$ cat src/rtl/lcd_pkg.sv
// lcd_pkg: shared types and constants for the LCD window controller.
//   lcd_state_t   write-cycle sequencer states
//   LCD_*_BIT     field positions inside the 32-bit store word
//   STAT_*_BIT    field positions inside the 32-bit status word
//   max_u()       helper used to size the shared down-counter
package lcd_pkg;

  typedef enum logic [2:0] {
    ST_PWRUP = 3'd0,
    ST_IDLE  = 3'd1,
    ST_SETUP = 3'd2,
    ST_EN    = 3'd3,
    ST_HOLD  = 3'd4,
    ST_EXEC  = 3'd5
  } lcd_state_t;

  localparam int unsigned LCD_WORD_W   = 32;
  localparam int unsigned LCD_ON_BIT   = 31;
  localparam int unsigned LCD_RS_BIT   = 9;
  localparam int unsigned LCD_DATA_MSB = 7;

  localparam int unsigned STAT_BUSY_BIT = 0;
  localparam int unsigned STAT_DROP_BIT = 1;

  function automatic int unsigned max_u(input int unsigned a, input int unsigned b);
    return (a > b) ? a : b;
  endfunction

endpackage

$ cat src/rtl/lcd_ctrl.sv
// lcd_ctrl: turns each accepted LCD-window store into one HD44780 8-bit
// write cycle (setup, EN pulse, hold, execution wait) and exposes a status
// word for the load path.
//   i_clk, i_rst   clock, synchronous active-high reset
//   i_lcd_wr       one-cycle store strobe
//   i_lcd_word     [31] power, [9] RS, [7:0] DATA
//   o_lcd_data/rs/rw/en/on  LCD pins (rw tied low)
//   o_busy         high whenever a store would be dropped
//   o_status       {30'b0, drop_sticky, o_busy}
module lcd_ctrl
  import lcd_pkg::*;
#(
  parameter int unsigned POWERUP_CYC = 750000,
  parameter int unsigned SETUP_CYC   = 2,
  parameter int unsigned EN_CYC      = 12,
  parameter int unsigned HOLD_CYC    = 1,
  parameter int unsigned EXEC_CYC    = 2000,
  parameter int unsigned CLEAR_CYC   = 82000
) (
  input  logic                  i_clk,
  input  logic                  i_rst,
  input  logic                  i_lcd_wr,
  input  logic [LCD_WORD_W-1:0] i_lcd_word,
  output logic [7:0]            o_lcd_data,
  output logic                  o_lcd_rs,
  output logic                  o_lcd_rw,
  output logic                  o_lcd_en,
  output logic                  o_lcd_on,
  output logic                  o_busy,
  output logic [LCD_WORD_W-1:0] o_status
);

  localparam int unsigned MAX_CYC = max_u(max_u(max_u(POWERUP_CYC, SETUP_CYC), max_u(EN_CYC, HOLD_CYC)),
                                          max_u(EXEC_CYC, CLEAR_CYC));
  localparam int unsigned CNT_W   = (MAX_CYC > 1) ? $clog2(MAX_CYC) : 1;

  typedef logic [CNT_W-1:0] cnt_t;

  // Counter reload values: each state lasts N cycles, counting N-1 .. 0.
  localparam cnt_t PWRUP_LD = cnt_t'(POWERUP_CYC - 1);
  localparam cnt_t SETUP_LD = cnt_t'(SETUP_CYC - 1);
  localparam cnt_t EN_LD    = cnt_t'(EN_CYC - 1);
  localparam cnt_t HOLD_LD  = cnt_t'(HOLD_CYC - 1);
  localparam cnt_t EXEC_LD  = cnt_t'(EXEC_CYC - 1);
  localparam cnt_t CLEAR_LD = cnt_t'(CLEAR_CYC - 1);

  lcd_state_t state, state_nxt;
  cnt_t       cnt, cnt_nxt;
  logic       accept;
  logic       is_clear;
  logic       drop_sticky;

  logic [7:0] wr_data;
  logic       wr_rs;
  logic       wr_is_clear;
  logic       unused_word_bits;

  assign wr_data = i_lcd_word[LCD_DATA_MSB:0];
  assign wr_rs   = i_lcd_word[LCD_RS_BIT];

  // Clear display (0x01) and return home (0x02/0x03) need the long wait.
  assign wr_is_clear = !wr_rs && (wr_data[7:2] == 6'd0) && (wr_data[1:0] != 2'd0);

  assign unused_word_bits = ^{i_lcd_word[LCD_ON_BIT-1:LCD_RS_BIT+1], i_lcd_word[LCD_RS_BIT-1:LCD_DATA_MSB+1]};

  wire cnt_zero = (cnt == '0);

  always_comb begin
    state_nxt = state;
    cnt_nxt   = cnt_zero ? cnt : cnt - cnt_t'(1);
    accept    = 1'b0;
    unique case (state)
      ST_PWRUP: if (cnt_zero) state_nxt = ST_IDLE;
      ST_IDLE: begin
        cnt_nxt = cnt;
        if (i_lcd_wr) begin
          accept    = 1'b1;
          state_nxt = ST_SETUP;
          cnt_nxt   = SETUP_LD;
        end
      end
      ST_SETUP: if (cnt_zero) begin state_nxt = ST_EN;   cnt_nxt = EN_LD;   end
      ST_EN:    if (cnt_zero) begin state_nxt = ST_HOLD; cnt_nxt = HOLD_LD; end
      ST_HOLD:  if (cnt_zero) begin
        state_nxt = ST_EXEC;
        cnt_nxt   = is_clear ? CLEAR_LD : EXEC_LD;
      end
      ST_EXEC:  if (cnt_zero) state_nxt = ST_IDLE;
      default: begin
        state_nxt = ST_PWRUP;
        cnt_nxt   = PWRUP_LD;
      end
    endcase
  end

  always_ff @(posedge i_clk) begin
    if (i_rst) begin
      state       <= ST_PWRUP;
      cnt         <= PWRUP_LD;
      o_lcd_data  <= '0;
      o_lcd_rs    <= 1'b0;
      o_lcd_on    <= 1'b0;
      is_clear    <= 1'b0;
      drop_sticky <= 1'b0;
    end else begin
      state <= state_nxt;
      cnt   <= cnt_nxt;
      if (accept) begin
        o_lcd_data <= wr_data;
        o_lcd_rs   <= wr_rs;
        o_lcd_on   <= i_lcd_word[LCD_ON_BIT];
        is_clear   <= wr_is_clear;
      end
      // Any strobe outside IDLE is lost; remember it for software.
      if (i_lcd_wr && (state != ST_IDLE)) drop_sticky <= 1'b1;
    end
  end

  assign o_lcd_rw = 1'b0;
  assign o_lcd_en = (state == ST_EN);
  assign o_busy   = (state != ST_IDLE);

  always_comb begin
    o_status                = '0;
    o_status[STAT_BUSY_BIT] = o_busy;
    o_status[STAT_DROP_BIT] = drop_sticky;
  end

endmodule

$ cat config.mk
export PLATFORM = sky130hd
export DESIGN_NAME = lcd_ctrl
export DESIGN_NICKNAME = d
export VERILOG_FILES = /design/src/rtl/lcd_pkg.sv /design/src/rtl/lcd_ctrl.sv
export SDC_FILE = /design/constraint.sdc
export NUM_CORES = 1
export LEC_CHECK = 0
export CELL_PAD_IN_SITES_DETAIL_PLACEMENT = 2
export CELL_PAD_IN_SITES_GLOBAL_PLACEMENT = 2
export CORE_ASPECT_RATIO = 1.5
export CORE_MARGIN = 10
export CORE_UTILIZATION = 25
export DETAILED_ROUTE_END_ITERATION = 8
export MAX_ROUTING_LAYER = met4
export PLACE_DENSITY = 0.85
export SKIP_LAST_GASP = 1
export SLEW_MARGIN = 30
export SYNTH_ARGS = -nofsm -noshare
export SYNTH_HDL_FRONTEND = slang
export SYNTH_SLANG_ARGS = --single-unit
$ cat constraint.sdc
create_clock -name i_clk -period 3.1 [get_ports i_clk]
set_input_delay 0.62 -clock i_clk [delete_from_list [all_inputs] [get_ports i_clk]]
set_output_delay 0.62 -clock i_clk [all_outputs]
set_load 0.02 [all_outputs]
==> results.toml, run 1 <==
[sta]
layout_setup_ws_ps = 360
min_period_over_period = 0.884
whs_ps = 458
min_period_ps = 2740
maxSlewHeadroom = 0.538
max_slew.worst_pin.slew_ps = 693
setup_viol = 0
hold_viol = 0
rsz0062_at_grt = "false"
fmax_mhz = 365
finalMaxSlewViolations = 0
finClkSkew_ps = 4.78
fin_setup_tns_ps = 0

[critical_path]
crit_fanout = 11
start_kind = "register"
crit_path_end_kind = "primary output"
cpPeakStageDelay_ps = 640
reg2reg_depth = 9
r2r-start = "cnt[17]"
crit_type = "reg -> out"
cpMaxStageDelayCell = "clkdlybuf4s50_1"
crit_family = "buffers and inverters"
crit_start = "state[0]"
rr_endpoint = "cnt[0]"
cp.arrival_ps = 2120
critPathRequiredTime_ps = 2480
path_cells = "inv_1 -> nor3_1 -> clkdlybuf4s50_1"
cp.depth = 3
reg2reg_slack_ps = 540
worst-path-buf-inv = 2

[placed_design]
dp_slack_ps = 583
io_buffers = 26
placed_cells = 449
dpl.hpwl_mm = 6.99
dpl-instance-area_um2 = 2700
place.gp.congestion = 0.898

[global_route]
track_usage = 0.143
antenna_found_initial = 0
overflow = 0
grt_max_degree = 22
grt_pass1_wl_mm = 15.6
grt_pass1_vias = 2932

[floorplanning]
placementRows = 43
core_um2 = 9310
die_h_um = 140
die_w_um = 99.8
initial_core_util = 0.257
dieArea_um2 = 13900
io_pins = 80

[synth]
yosys.area_share.simple = 0.272
synth_compound_area_frac = 0.246
synthTopCellsByArea = "dfxtp_1, buf_4, a21oi_1"
yosys.area.top_type_share = 0.293
synth_top_family_by_area = "simple AND/OR/NAND/NOR gates"
ys_warn_count = 0
ys.flop_type = "dfxtp_1"
synthTopCellsByCount = "a21oi_1, dfxtp_1, nand2_1, buf_4, nor2_1"
async_flop_share = 0
ys_types = 57
synthXorXnorAreaFrac = 0.0110
yosysSeqAreaShare = 0.293
synthAdderAreaFrac = 0.0157
ys_ff_latch = 35
synth_area_um2 = 2390
post-synth-top-area-cell = "dfxtp_1"
synth.area.mux_share = 0.0126
syn_area_per_cell_um2 = 7.56
synth_edf_count = 0
netlist_instances = 316

[pwr]
p_clk_frac = 0.552
ir_worst_vdd_mv = 0.321
swShare = 0.233
p_seq_frac = 0.374
p_leak_nw = 1.04
pwr-share-comb = 0.075
power_density_nw_per_um2 = 426
intPower_w = 0.000944
power_switching_w = 0.000286

[run]
drv_cap = 0

[layout]
n_antenna_cell = 0
nets = 382
fin_area_um2 = 2890
num-fill-cells = 1106
syn_to_final_growth_pct = 21.0
finalNonFillerCells = 457
drive_gt1_frac = 0.0986

[clocking]
clkTransAtPathRegs_ps = 60
cts-root-buf = "clkbuf_16"
cts_max_level = 2
holdBufCountCts = 0
insertion_delay_ps = 290
cts_resized = 0
cts_inserted_buffers = 5
cts_tree = "done"
postCtsSetupBuffers = 0
cts_max_path_buffers = 2
cts_sinks = 35

[detailed_routing]
drt-wirelength-per-cell_um = 20.7
first_pass_iters = 4
vias_per_cell = 5.56
ant_nets = 0
drt-initial-drc-count = 186
route.detailed.drc = 0
wl_mm = 9.46
routed-via-count = 2542

[outcome]
outcome = "finished clean"

[hold_path]
hold_depth = 2
min_from = "o_lcd_data[5]"
hold_end = "o_lcd_data[5]"
hold_class = "reg -> reg"
==> registers in the layout (all words and copies together), names as in the netlist <==
signal	flops
drop_sticky	1
o_lcd_on	1
cnt	20
state	3
o_lcd_rs	1
is_clear	1
o_lcd_data	8
==> per-stage QoR <==
stage / util / total power, W
final: 0.310 / 0.00123
after global routing: 0.310 / 0.00127
after CTS: 0.310 / 0.00124
after detailed placement: 0.290 / 0.000558
after global placement: 0.290 / 0.000555
after floorplan: - / 0.000557
==> layout make-up <==
type	count	area [µm²]	area share
inverters	7	26.3	0.00909
repair buffers	42	380	0.132
clock buffers	5	125	0.0433
multi-input cells	253	1450	0.502
well taps	112	140	0.0485
clock inverters	3	67.6	0.0234
flip-flops and latches	35	701	0.243
==> kinds of logic (layout without fill, tap and decap cells) <==
group | after synthesis | in the layout
AND/OR/NAND/NOR | 121 | 121
AO/OA/AOI/OAI | 92 | 92
buffers and inverters | 58 | 57
flip-flops | 35 | 35
adder cells (fa/ha/maj) | 3 | 3
XOR/XNOR | 3 | 3
multiplexers | 3 | 3
other | 1 | 31
==> worst reg2reg max path: cells and delay by family (launching register included) <==
kind	cells	cell delay (ps)
simple gates	4	1190
fa+ha+maj	1	380
compound gates	3	410
mux	1	170
flops	1	360
==> routing by layer <==
layer / part of all wire / track usage
met1: 0.38 / 0.144
met2: 0.53 / 0.251
met3: 0.052 / 0.0347
met4: 0.034 / 0.0636
met5: 0 / -
==> how the worst max path moves through the flow <==
stage          endpoint  slack, ps
4_1_cts        o_lcd_en        380
3_3_place_gp   o_lcd_en        730
3_5_place_dp     cnt[0]        580
5_1_grt        o_lcd_en        260
6_report       o_lcd_en        360
2_1_floorplan    cnt[0]        820
==> layout by cell type (no fill, tap or decap), types with 11 or more instances in the layout <==
master / instances
a21oi_1: 35
nand2_1: 35
dfxtp_1: 35
conb_1: 31
nand3_1: 11
o21ai_0: 11
buf_4: 16
nor2_1: 19
clkdlybuf4s50_1: 26
==> power groups by stage <==
stage / clock network [W] / registers (W) / logic, W
after CTS: 0.000691 / 0.000460 / 0.0000896
after global routing: 0.000707 / 0.000460 / 0.000101
after global placement: 0 / 0.000469 / 0.0000858
final: 0.000679 / 0.000460 / 0.0000918
after detailed placement: 0 / 0.000470 / 0.0000885
after floorplan: 0 / 0.000468 / 0.0000890
Power figures use the tool's default switching activity.
==> inputs of run 2 (changes only) <==
Settings changed: SKIP_LAST_GASP 1 to unset.
==> results of run 2 <==
The final DEF is identical to that of run 1; final timing and power are the same.
==> inputs of run 3 (changes only) <==
Settings changed: CORE_UTILIZATION 25 to 34, DONT_BUFFER_PORTS set to 1, PLACE_DENSITY 0.85 to 0.83.
==> run 3 against run 2 <==
Effect of this change: setup slack better by 190 ps; register-to-register slack hardly changed; first-iteration DRC count is 27% lower; largest power group is now registers.
==> results.toml, run 3 (synthesis gave the netlist of run 1 again) <==
[outcome]
outcome = "finished clean"

[global_route]
globalRouteMet2Util = 0.297
use_met1 = 0.167
grt_pass1_wl_mm = 14.2
grt_max_degree = 23
busiest_layer = "met2"
overflow = 0
track_usage = 0.172
use_met3 = 0.0471
grt_pass1_vias = 2756
antenna_found_initial = 0

[clocking]
insertion_delay_ps = 300
postCtsSetupBuffers = 0
cts_resized = 0
cts-root-buf = "clkbuf_8"
clkTransAtPathRegs_ps = 80
cts_inserted_buffers = 5
cts_max_level = 2
holdBufCountCts = 0
cts_sinks = 35
cts_max_path_buffers = 2
cts_tree = "done"

[critical_path]
worst-path-buf-inv = 0
crit_path_end = "cnt[7]"
reg2reg_slack_ps = 550
crit_fanout = 8
cp.arrival_ps = 2730
rr_endpoint = "cnt[7]"
cp.depth = 5
crit_start = "cnt[17]"
crit_type = "reg -> reg"
cpMaxStageDelayCell = "nand4_1"
start_kind = "register"
r2r-start = "cnt[17]"
reg2reg_depth = 5
crit_path_end_kind = "register"
path_cells = "nor3_1 -> nand4_1 -> o221a_1 -> a2111oi_0 -> o21ai_1"
crit_family = "simple AND/OR/NAND/NOR gates"
critPathRequiredTime_ps = 3280
cpPeakStageDelay_ps = 570

[sta]
fmax_mhz = 392
finClkSkew_ps = 8.17
hold_viol = 0
min_period_over_period = 0.822
min_period_ps = 2550
setup_viol = 0
finalMaxSlewViolations = 0
maxSlewHeadroom = 0.401
max_slew.worst_pin.slew_ps = 898
fin_setup_tns_ps = 0
rsz0062_at_grt = "false"

[floorplanning]
die_w_um = 88.4
dieArea_um2 = 10800
initial_core_util = 0.349
placementRows = 37
core_um2 = 6850
die_h_um = 123
io_pins = 80

[pwr]
pwr-share-comb = 0.063
swShare = 0.249
intPower_w = 0.000726
power_density_nw_per_um2 = 387
p_total_w = 0.000967
p_leak_nw = 0.908
ir_worst_vdd_mv = 0.310
p_seq_frac = 0.476
p_clk_frac = 0.461
power_switching_w = 0.000241

[detailed_routing]
drt-initial-drc-count = 135
wl_mm = 8.77
route.detailed.drc = 0
first_pass_iters = 4
routed-via-count = 2413
drt-wirelength-per-cell_um = 22.2
vias_per_cell = 6.11
ant_nets = 0

[layout]
n_antenna_cell = 0
largest-register = "cnt"
layout_common_cells = "nand2_1, a21oi_1, dfxtp_1"
num-fill-cells = 831
syn_to_final_growth_pct = 4.71
drive_gt1_frac = 0.104
largest_reg_flops = 20
nets = 354
reg_top3 = "cnt x20, o_lcd_data x8, state x3"
fin_util = 0.365

[placed_design]
io_buffers = 0
dpl.hpwl_mm = 6.63
place.gp.congestion = 0.852

[hold_path]
min_from = "i_rst"
hold_class = "in -> reg"

[run]
drv_cap = 0
==> run 3: per-layer routing <==
layer  routed length (µm)  part of all wire  up-vias
met3                  511             0.058       31
met4                  428             0.049        0
met5                    0                 0        -
met1                 3270              0.37     1196
li1                     -                 -     1101
met2                 4560              0.52       85
==> run 3: stage by stage <==
step	worst slack, ps	hold WS, ps	instance area, µm²	instances
after floorplan	818	438	2500	346
after global routing	307	371	2500	395
final	551	379	2500	395
after detailed placement	564	491	2380	387
after CTS	521	377	2500	395
after global placement	615	472	2380	387
==> run 3: layout make-up <==
cell class | instances | area [µm²] | share of cell area
Sequential cell | 35 | 701 | 0.280
Clock inverter | 2 | 35.0 | 0.0140
Timing Repair Buffer | 14 | 105 | 0.0420
Tap cell | 78 | 97.6 | 0.0390
Clock buffer | 6 | 82.6 | 0.0330
Multi-Input combinational cell | 253 | 1450 | 0.581
Inverter | 7 | 26.3 | 0.0105
==> run 3: worst min path at each step <==
stage                     slack, ps            end  depth (start not counted)
after floorplan                 440    drop_sticky                          2
after global placement          470         cnt[5]                          2
after detailed placement        490         cnt[7]                          2
after CTS                       380         cnt[4]                          1
after global routing            370  o_lcd_data[1]                          1
final                           380         cnt[4]                          1
==> run 3: power groups by stage <==
stage / sequential (W) / combinational, W / clock [W]
after floorplan: 0.000468 / 0.0000890 / 0
after global placement: 0.000471 / 0.0000573 / 0
after detailed placement: 0.000471 / 0.0000590 / 0
after CTS: 0.000460 / 0.0000591 / 0.000457
after global routing: 0.000461 / 0.0000688 / 0.000476
final: 0.000460 / 0.0000611 / 0.000446
